`src/rtl/des_key_schedule_pkg.sv`:
```
// Shared constants for the DES key schedule: permutation tables, rotation
// schedule, widths and the 28-bit half-state rotator.
package des_key_schedule_pkg;

    localparam int KEY_W    = 32'sd64;
    localparam int HALF_W   = 32'sd28;
    localparam int STATE_W  = 32'sd56;
    localparam int SUBKEY_W = 32'sd48;

    // Entries are 1-based DES bit numbers, MSB first
    localparam logic [6:0] PC1 [0:55] = '{
        7'd57, 7'd49, 7'd41, 7'd33, 7'd25, 7'd17, 7'd9,
        7'd1,  7'd58, 7'd50, 7'd42, 7'd34, 7'd26, 7'd18,
        7'd10, 7'd2,  7'd59, 7'd51, 7'd43, 7'd35, 7'd27,
        7'd19, 7'd11, 7'd3,  7'd60, 7'd52, 7'd44, 7'd36,
        7'd63, 7'd55, 7'd47, 7'd39, 7'd31, 7'd23, 7'd15,
        7'd7,  7'd62, 7'd54, 7'd46, 7'd38, 7'd30, 7'd22,
        7'd14, 7'd6,  7'd61, 7'd53, 7'd45, 7'd37, 7'd29,
        7'd21, 7'd13, 7'd5,  7'd28, 7'd20, 7'd12, 7'd4
    };

    localparam logic [5:0] PC2 [0:47] = '{
        6'd14, 6'd17, 6'd11, 6'd24, 6'd1,  6'd5,
        6'd3,  6'd28, 6'd15, 6'd6,  6'd21, 6'd10,
        6'd23, 6'd19, 6'd12, 6'd4,  6'd26, 6'd8,
        6'd16, 6'd7,  6'd27, 6'd20, 6'd13, 6'd2,
        6'd41, 6'd52, 6'd31, 6'd37, 6'd47, 6'd55,
        6'd30, 6'd40, 6'd51, 6'd45, 6'd33, 6'd48,
        6'd44, 6'd49, 6'd39, 6'd56, 6'd34, 6'd53,
        6'd46, 6'd42, 6'd50, 6'd36, 6'd29, 6'd32
    };

    localparam logic [1:0] ROT_SCHED [0:15] = '{
        2'd1, 2'd1, 2'd2, 2'd2, 2'd2, 2'd2, 2'd2, 2'd2,
        2'd1, 2'd2, 2'd2, 2'd2, 2'd2, 2'd2, 2'd2, 2'd1
    };

    function automatic logic [0:27] rotl28(input logic [0:27] v, input logic [1:0] amt);
        logic [0:27] r;
        case (amt)
            2'd0:    r = v;
            2'd1:    r = {v[1:27], v[0]};
            2'd2:    r = {v[2:27], v[0:1]};
            default: r = v;
        endcase
        return r;
    endfunction

endpackage

```
`src/rtl/des_key_schedule_if.sv`:
```
// Strobe/key inputs from the key control unit and subkey outputs to the round stage.
interface des_key_schedule_if;
    import des_key_schedule_pkg::*;

    logic [0:KEY_W-1]    key;
    logic                load;
    logic                mux;
    logic                shift_1;
    logic                shift_2;
    logic [0:SUBKEY_W-1] subkey;
    logic                subkey_valid;
    logic [3:0]          round;
    logic                done;

    modport master (
        output key, load, mux, shift_1, shift_2,
        input  subkey, subkey_valid, round, done
    );

    modport slave (
        input  key, load, mux, shift_1, shift_2,
        output subkey, subkey_valid, round, done
    );

endinterface

```
`src/rtl/des_key_schedule_pc2.sv`:
```
// PC-2 compression permutation of the 56-bit C/D state to a 48-bit subkey; pure wiring.
module des_key_schedule_pc2
    import des_key_schedule_pkg::*;
(
    input  logic [0:STATE_W-1]  cd,
    output logic [0:SUBKEY_W-1] subkey
);

    for (genvar g = 0; g < SUBKEY_W; g++) begin : g_pc2
        assign subkey[g] = cd[PC2[g] - 6'd1];
    end

endmodule

```
`src/rtl/des_key_schedule.sv`:
```
// DES key-schedule datapath: PC-1 load, per-half rotation, C/D and round
// registers, PC-2 subkey output with valid/round/done flags.
module des_key_schedule
    import des_key_schedule_pkg::*;
(
    input  logic              clk,
    input  logic              rst,
    des_key_schedule_if.slave ks
);

    logic [0:STATE_W-1]  pc1_s;
    logic [0:HALF_W-1]   src_c_s;
    logic [0:HALF_W-1]   src_d_s;
    logic [0:HALF_W-1]   nxt_c_s;
    logic [0:HALF_W-1]   nxt_d_s;
    logic [1:0]          amt_s;
    logic [3:0]          rnd_nxt_s;
    logic [0:SUBKEY_W-1] subkey_s;

    logic [0:HALF_W-1]   c_r;
    logic [0:HALF_W-1]   d_r;
    logic [3:0]          rnd_r;
    logic                valid_r;
    logic                done_r;

    // Parity bits of the key are simply never selected by PC-1
    for (genvar g = 0; g < STATE_W; g++) begin : g_pc1
        assign pc1_s[g] = ks.key[PC1[g] - 7'd1];
    end

    // Source select, rotate amount and next round index
    always_comb begin
        amt_s = {1'b0, ks.shift_1} + {1'b0, ks.shift_2};
        if (ks.mux) begin
            src_c_s   = c_r;
            src_d_s   = d_r;
            rnd_nxt_s = rnd_r + 4'd1;
        end else begin
            src_c_s   = pc1_s[0:HALF_W-1];
            src_d_s   = pc1_s[HALF_W:STATE_W-1];
            rnd_nxt_s = 4'd0;
        end
        nxt_c_s = rotl28(src_c_s, amt_s);
        nxt_d_s = rotl28(src_d_s, amt_s);
    end

    // C/D state, round counter and output flags
    always_ff @(posedge clk or negedge rst) begin
        if (!rst) begin
            c_r     <= '0;
            d_r     <= '0;
            rnd_r   <= 4'd0;
            valid_r <= 1'b0;
            done_r  <= 1'b0;
        end else if (ks.load) begin
            c_r     <= nxt_c_s;
            d_r     <= nxt_d_s;
            rnd_r   <= rnd_nxt_s;
            valid_r <= 1'b1;
            done_r  <= (rnd_nxt_s == 4'd15);
        end else begin
            valid_r <= 1'b0;
            done_r  <= 1'b0;
        end
    end

    des_key_schedule_pc2 u_pc2 (
        .cd     ({c_r, d_r}),
        .subkey (subkey_s)
    );

    assign ks.subkey       = subkey_s;
    assign ks.subkey_valid = valid_r;
    assign ks.round        = rnd_r;
    assign ks.done         = done_r;

endmodule
```
`src/flat_wrapper.sv`:
```
// flat-port wrapper written by rule: the top's interface ports become plain ports
module des_key_schedule_flat import des_key_schedule_pkg::*;
  (clk, rst, ks_key, ks_load, ks_mux, ks_shift_1, ks_shift_2, ks_subkey, ks_subkey_valid, ks_round, ks_done);
  des_key_schedule_if ks_i ();
  input  logic clk;
  input  logic rst;
  input wire logic [$bits(ks_i.key)-1:0] ks_key;
  input wire logic [$bits(ks_i.load)-1:0] ks_load;
  input wire logic [$bits(ks_i.mux)-1:0] ks_mux;
  input wire logic [$bits(ks_i.shift_1)-1:0] ks_shift_1;
  input wire logic [$bits(ks_i.shift_2)-1:0] ks_shift_2;
  output wire logic [$bits(ks_i.subkey)-1:0] ks_subkey;
  output wire logic [$bits(ks_i.subkey_valid)-1:0] ks_subkey_valid;
  output wire logic [$bits(ks_i.round)-1:0] ks_round;
  output wire logic [$bits(ks_i.done)-1:0] ks_done;
  assign ks_i.key = ks_key;
  assign ks_i.load = ks_load;
  assign ks_i.mux = ks_mux;
  assign ks_i.shift_1 = ks_shift_1;
  assign ks_i.shift_2 = ks_shift_2;
  assign ks_subkey = ks_i.subkey;
  assign ks_subkey_valid = ks_i.subkey_valid;
  assign ks_round = ks_i.round;
  assign ks_done = ks_i.done;
  des_key_schedule u_core (.clk(clk), .rst(rst), .ks(ks_i));
endmodule
```
`config.mk`:
```
export PLATFORM = sky130hd
export DESIGN_NAME = des_key_schedule_flat
export DESIGN_NICKNAME = d
export VERILOG_FILES = /design/src/rtl/des_key_schedule_pkg.sv /design/src/rtl/des_key_schedule_if.sv /design/src/rtl/des_key_schedule_pc2.sv /design/src/rtl/des_key_schedule.sv /design/src/flat_wrapper.sv
export SDC_FILE = /design/constraint.sdc
export NUM_CORES = 1
export LEC_CHECK = 0
export ABC_CLOCK_PERIOD_IN_PS = 1270
export CAP_MARGIN = 20
export CELL_PAD_IN_SITES_DETAIL_PLACEMENT = 1
export CELL_PAD_IN_SITES_GLOBAL_PLACEMENT = 2
export CORE_MARGIN = 5
export CORE_UTILIZATION = 27
export CTS_CLUSTER_SIZE = 14
export DETAILED_ROUTE_END_ITERATION = 10
export PLACE_DENSITY = 0.76
export SYNTH_ARGS = -nofsm -noshare
export SYNTH_HDL_FRONTEND = slang
export SYNTH_SLANG_ARGS = --single-unit
```
`constraint.sdc`:
```
create_clock -name clk -period 1.27 [get_ports clk]
set_input_delay 0.254 -clock clk [delete_from_list [all_inputs] [get_ports clk]]
set_output_delay 0.254 -clock clk [all_outputs]
set_load 0.05 [all_outputs]
```
==> results.md <==
- Status: complete, but fails checks
- Failing checks: setup timing
- Tot GR Track Use: 0.1744
- Source-to-sink clock delay at the later pin of the worst-skew pair: 0.34 ns
- Final RePlAce weighted congestion: 0.7885
- Ratio of final minimum period to clock period: 1.038
- Clock Skew: 0.007501 ns
- Critical path's slowest cell: dfrtp_2
- Core area: 17900 µm²
- Total nets after synthesis: 600
- Per-instance average area after synthesis: 9.252 µm²
- Routed wire length per instance: 20.42 µm
- Critical Path Max Stage Delay: 0.45 ns
- Max Buffers Root-to-Sink: 2
- Count of antenna diodes in the layout: 0
- CTS Root Buffer Type: clkbuf_16
- Leakage power: 0.003662 µW
- Highest attainable clock frequency: 0.7584 GHz
- Height of the die: 144.4 µm
- Utilization after layout: 0.4706
- Post-detailed-route count of antenna-violating nets: 0
- HPWL after detailed placement: 12130 µm
- Via count: 4813
- Grt ovf: 0
- Starting Density: 0.2724
- Kind of capture point of the worst setup path: output pin
- Critical path fanouts, max: 4
- Power per standard cell area: 1269 nW/µm²
- Vias per inst: 5.372
- Number of top-level pins: 124
- Clock sink count: 62
- Number of H-tree levels: 3
- Post-synth design cell area: 4876 µm²
- Count of mapped cells out of synthesis: 527
- Worst min-delay path category: input port to register
- Placement row count: 49
- Die footprint: 20850 µm²
- Slew headroom: 0.7460
- Number of max-slew violations in the final report: 0
- Initial antenna violation count: 0
- Number of I/O port buffers: 115
- Most used cells in the layout excluding fill and tap cells: buf_12 (69), a221oi_2 (63), buf_4 (58)
- Share of post-route cells with drive strength above 1: 0.4918
- Arrival time at the worst endpoint: 1.06 ns
- Post-route worst hold slack: 0.3651 ns
- Hold violation total from the final report: 0
- Part of the total power dissipated in combinational logic: 0.531
- Flip-flop and latch count after synthesis: 62
- Worst ir drop on vdd: 0.0007357 V
- Clk pwr share: 0.223
- Iteration-0 DRC Markers: 170
- Pin count of the biggest net entering global routing: 63
- Share of the yosys chip area belonging to registers: 0.3182
- Transition time of the tightest slew-check pin: 0.3810 ns
- Setup violations, final: 3
- Drc violations: 0
- Smallest setup slack after layout: -0.04853 ns
- Number of CTS-inserted buffers: 9
- Synth cell types: 28
- Number of global-route vias before repair: 5109
- Switching share of power: 0.3802
- Post-layout net count: 735
- Seq pwr share: 0.247
- Total internal power: 6629 µW
- Critical Setup Path Class: register to output pin
- Cell-by-cell listing of the critical path: buf_6 > buf_12
- CTS clock-pin slew for the worst setup and hold paths: 0.06 ns
- Yosys warns: 0
- Required time of the worst setup path: 1.02 ns
- Drt pass-1 iters: 4
- Max_cap viols: 0
- Global-route wire length before repair: 28420 µm
- Net switching power of the design: 4066 µW
- Most frequent standard cell in the layout excluding fill and tap cells: buf_12
- Synth-to-Final Area Change: 72.80%
- Clock tree from TritonCTS: built
- Setup repair after global routing missed its margin: true
- Final period demand of the worst path: 1.319 ns
- Die outline width: 144.4 µm
- Wire length after detailed routing: 18300 µm
- Worst setup SP type: register
## Yosys cell counts (all sizes together)
cell	n	share of area
a2111oi	1	0.0018
a211oi	1	0.0015
a21boi	2	0.0031
a21oi	1	0.0010
a221oi	109	0.20
a22o	53	0.095
and3b	1	0.0018
buf	73	0.11
clkbuf	31	0.024
dfrtp	62	0.32
ha	3	0.0077
inv	58	0.045
mux2	56	0.13
mux2i	1	0.0021
nand2	3	0.0023
nand2b	2	0.0026
nand3	2	0.0021
nand3b	1	0.0015
nor2	56	0.043
nor2b	3	0.0038
o21ai	3	0.0031
o22ai	3	0.0038
o2bb2ai	2	0.0036
## cells by family after synthesis
family | count (synthesis) | synth area share
adder cells (fa/ha/maj) | 3 | 0.007699
flip-flops | 62 | 0.3182
buffers and inverters | 162 | 0.1737
AO/OA/AOI/OAI | 175 | 0.3102
AND/OR/NAND/NOR | 68 | 0.05722
multiplexers | 57 | 0.1329
## sequential cells by signal (all words and copies together), names as in the netlist
name,cells
u_core.ks.round,4
u_core.d_r,28
u_core.c_r,28
u_core.ks.done,1
u_core.ks.subkey_valid,1
## power groups by stage
stage          combinational, µW  clock [µW]  sequential (µW)
4_1_cts                     5460        2460             2600
5_1_grt                     5970        2520             2680
3_3_place_gp                5160           0             2520
3_5_place_dp                5230           0             2550
2_1_floorplan               2860           0             2640
6_report                    5670        2380             2640
## per-stage QoR
step	setup TNS (ns)	setup slack [ns]	area [µm²]	cells	power, µW
after floorplan	-3.419	-0.1089	5100	527	5499
after global placement	-29.64	-0.5813	7395	880	7676
after detailed placement	-32.50	-0.6918	7395	880	7784
after CTS	-0.1450	-0.05592	8098	897	10530
after global routing	-0.5314	-0.07939	8426	896	11170
final	-0.08778	-0.04853	8426	896	10700
## routing by layer
metal | part of all wire | vias up | global-route usage
met5 | 0 | - | 0
met4 | 0.013 | 0 | 0.03780
met3 | 0.051 | 14 | 0.04696
met2 | 0.51 | 100 | 0.3087
met1 | 0.43 | 2457 | 0.2122
li1 | - | 2242 | -
## path summary, 6_finish.rpt
| check | from | to | slack (ns) | cells past startpoint |
|---|---|---|---|---|
| setup / recovery | u_core.ks.round[0] | ks_round[0] | -0.05 | 2 |
| hold / removal | ks_load | u_core.ks.subkey_valid | 0.37 | 2 |
| setup reg to reg | u_core.ks.round[0] | u_core.ks.done | 0.01 | 4 |
| hold reg to reg | u_core.c_r[17] | u_core.c_r[17] | 0.57 | 2 |
| max in group asynchronous | rst | u_core.d_r[2] | 0.47 | 3 |
| min in group asynchronous | rst | u_core.ks.done | 0.48 | 3 |
## layout make-up
class,count,area [µm²]
Clock inverter,4,22.52
Tap cell,229,286.5
Timing Repair Buffer,228,2967
Multi-Input combinational cell,303,3118
Inverter,58,217.7
Clock buffer,12,256.5
Sequential cell,62,1558
Fill cell,1872,9477
## what timing repair did
action,in CTS,in global routing
endpoints found under the hold margin,62,0
pin swaps,1,6
buffers inserted,11,1
setup endpoints to repair,91,85
resized for setup,64,60
cloned,5,1
hold buffers,1,0
## critical path, delay by kind of cell (launching register included)
| kind | cells | cell delay, ns |
|---|---|---|
| flops | 1 | 0.45 |
| buf+inv | 2 | 0.28 |
(Power assumes the default switching activity.)
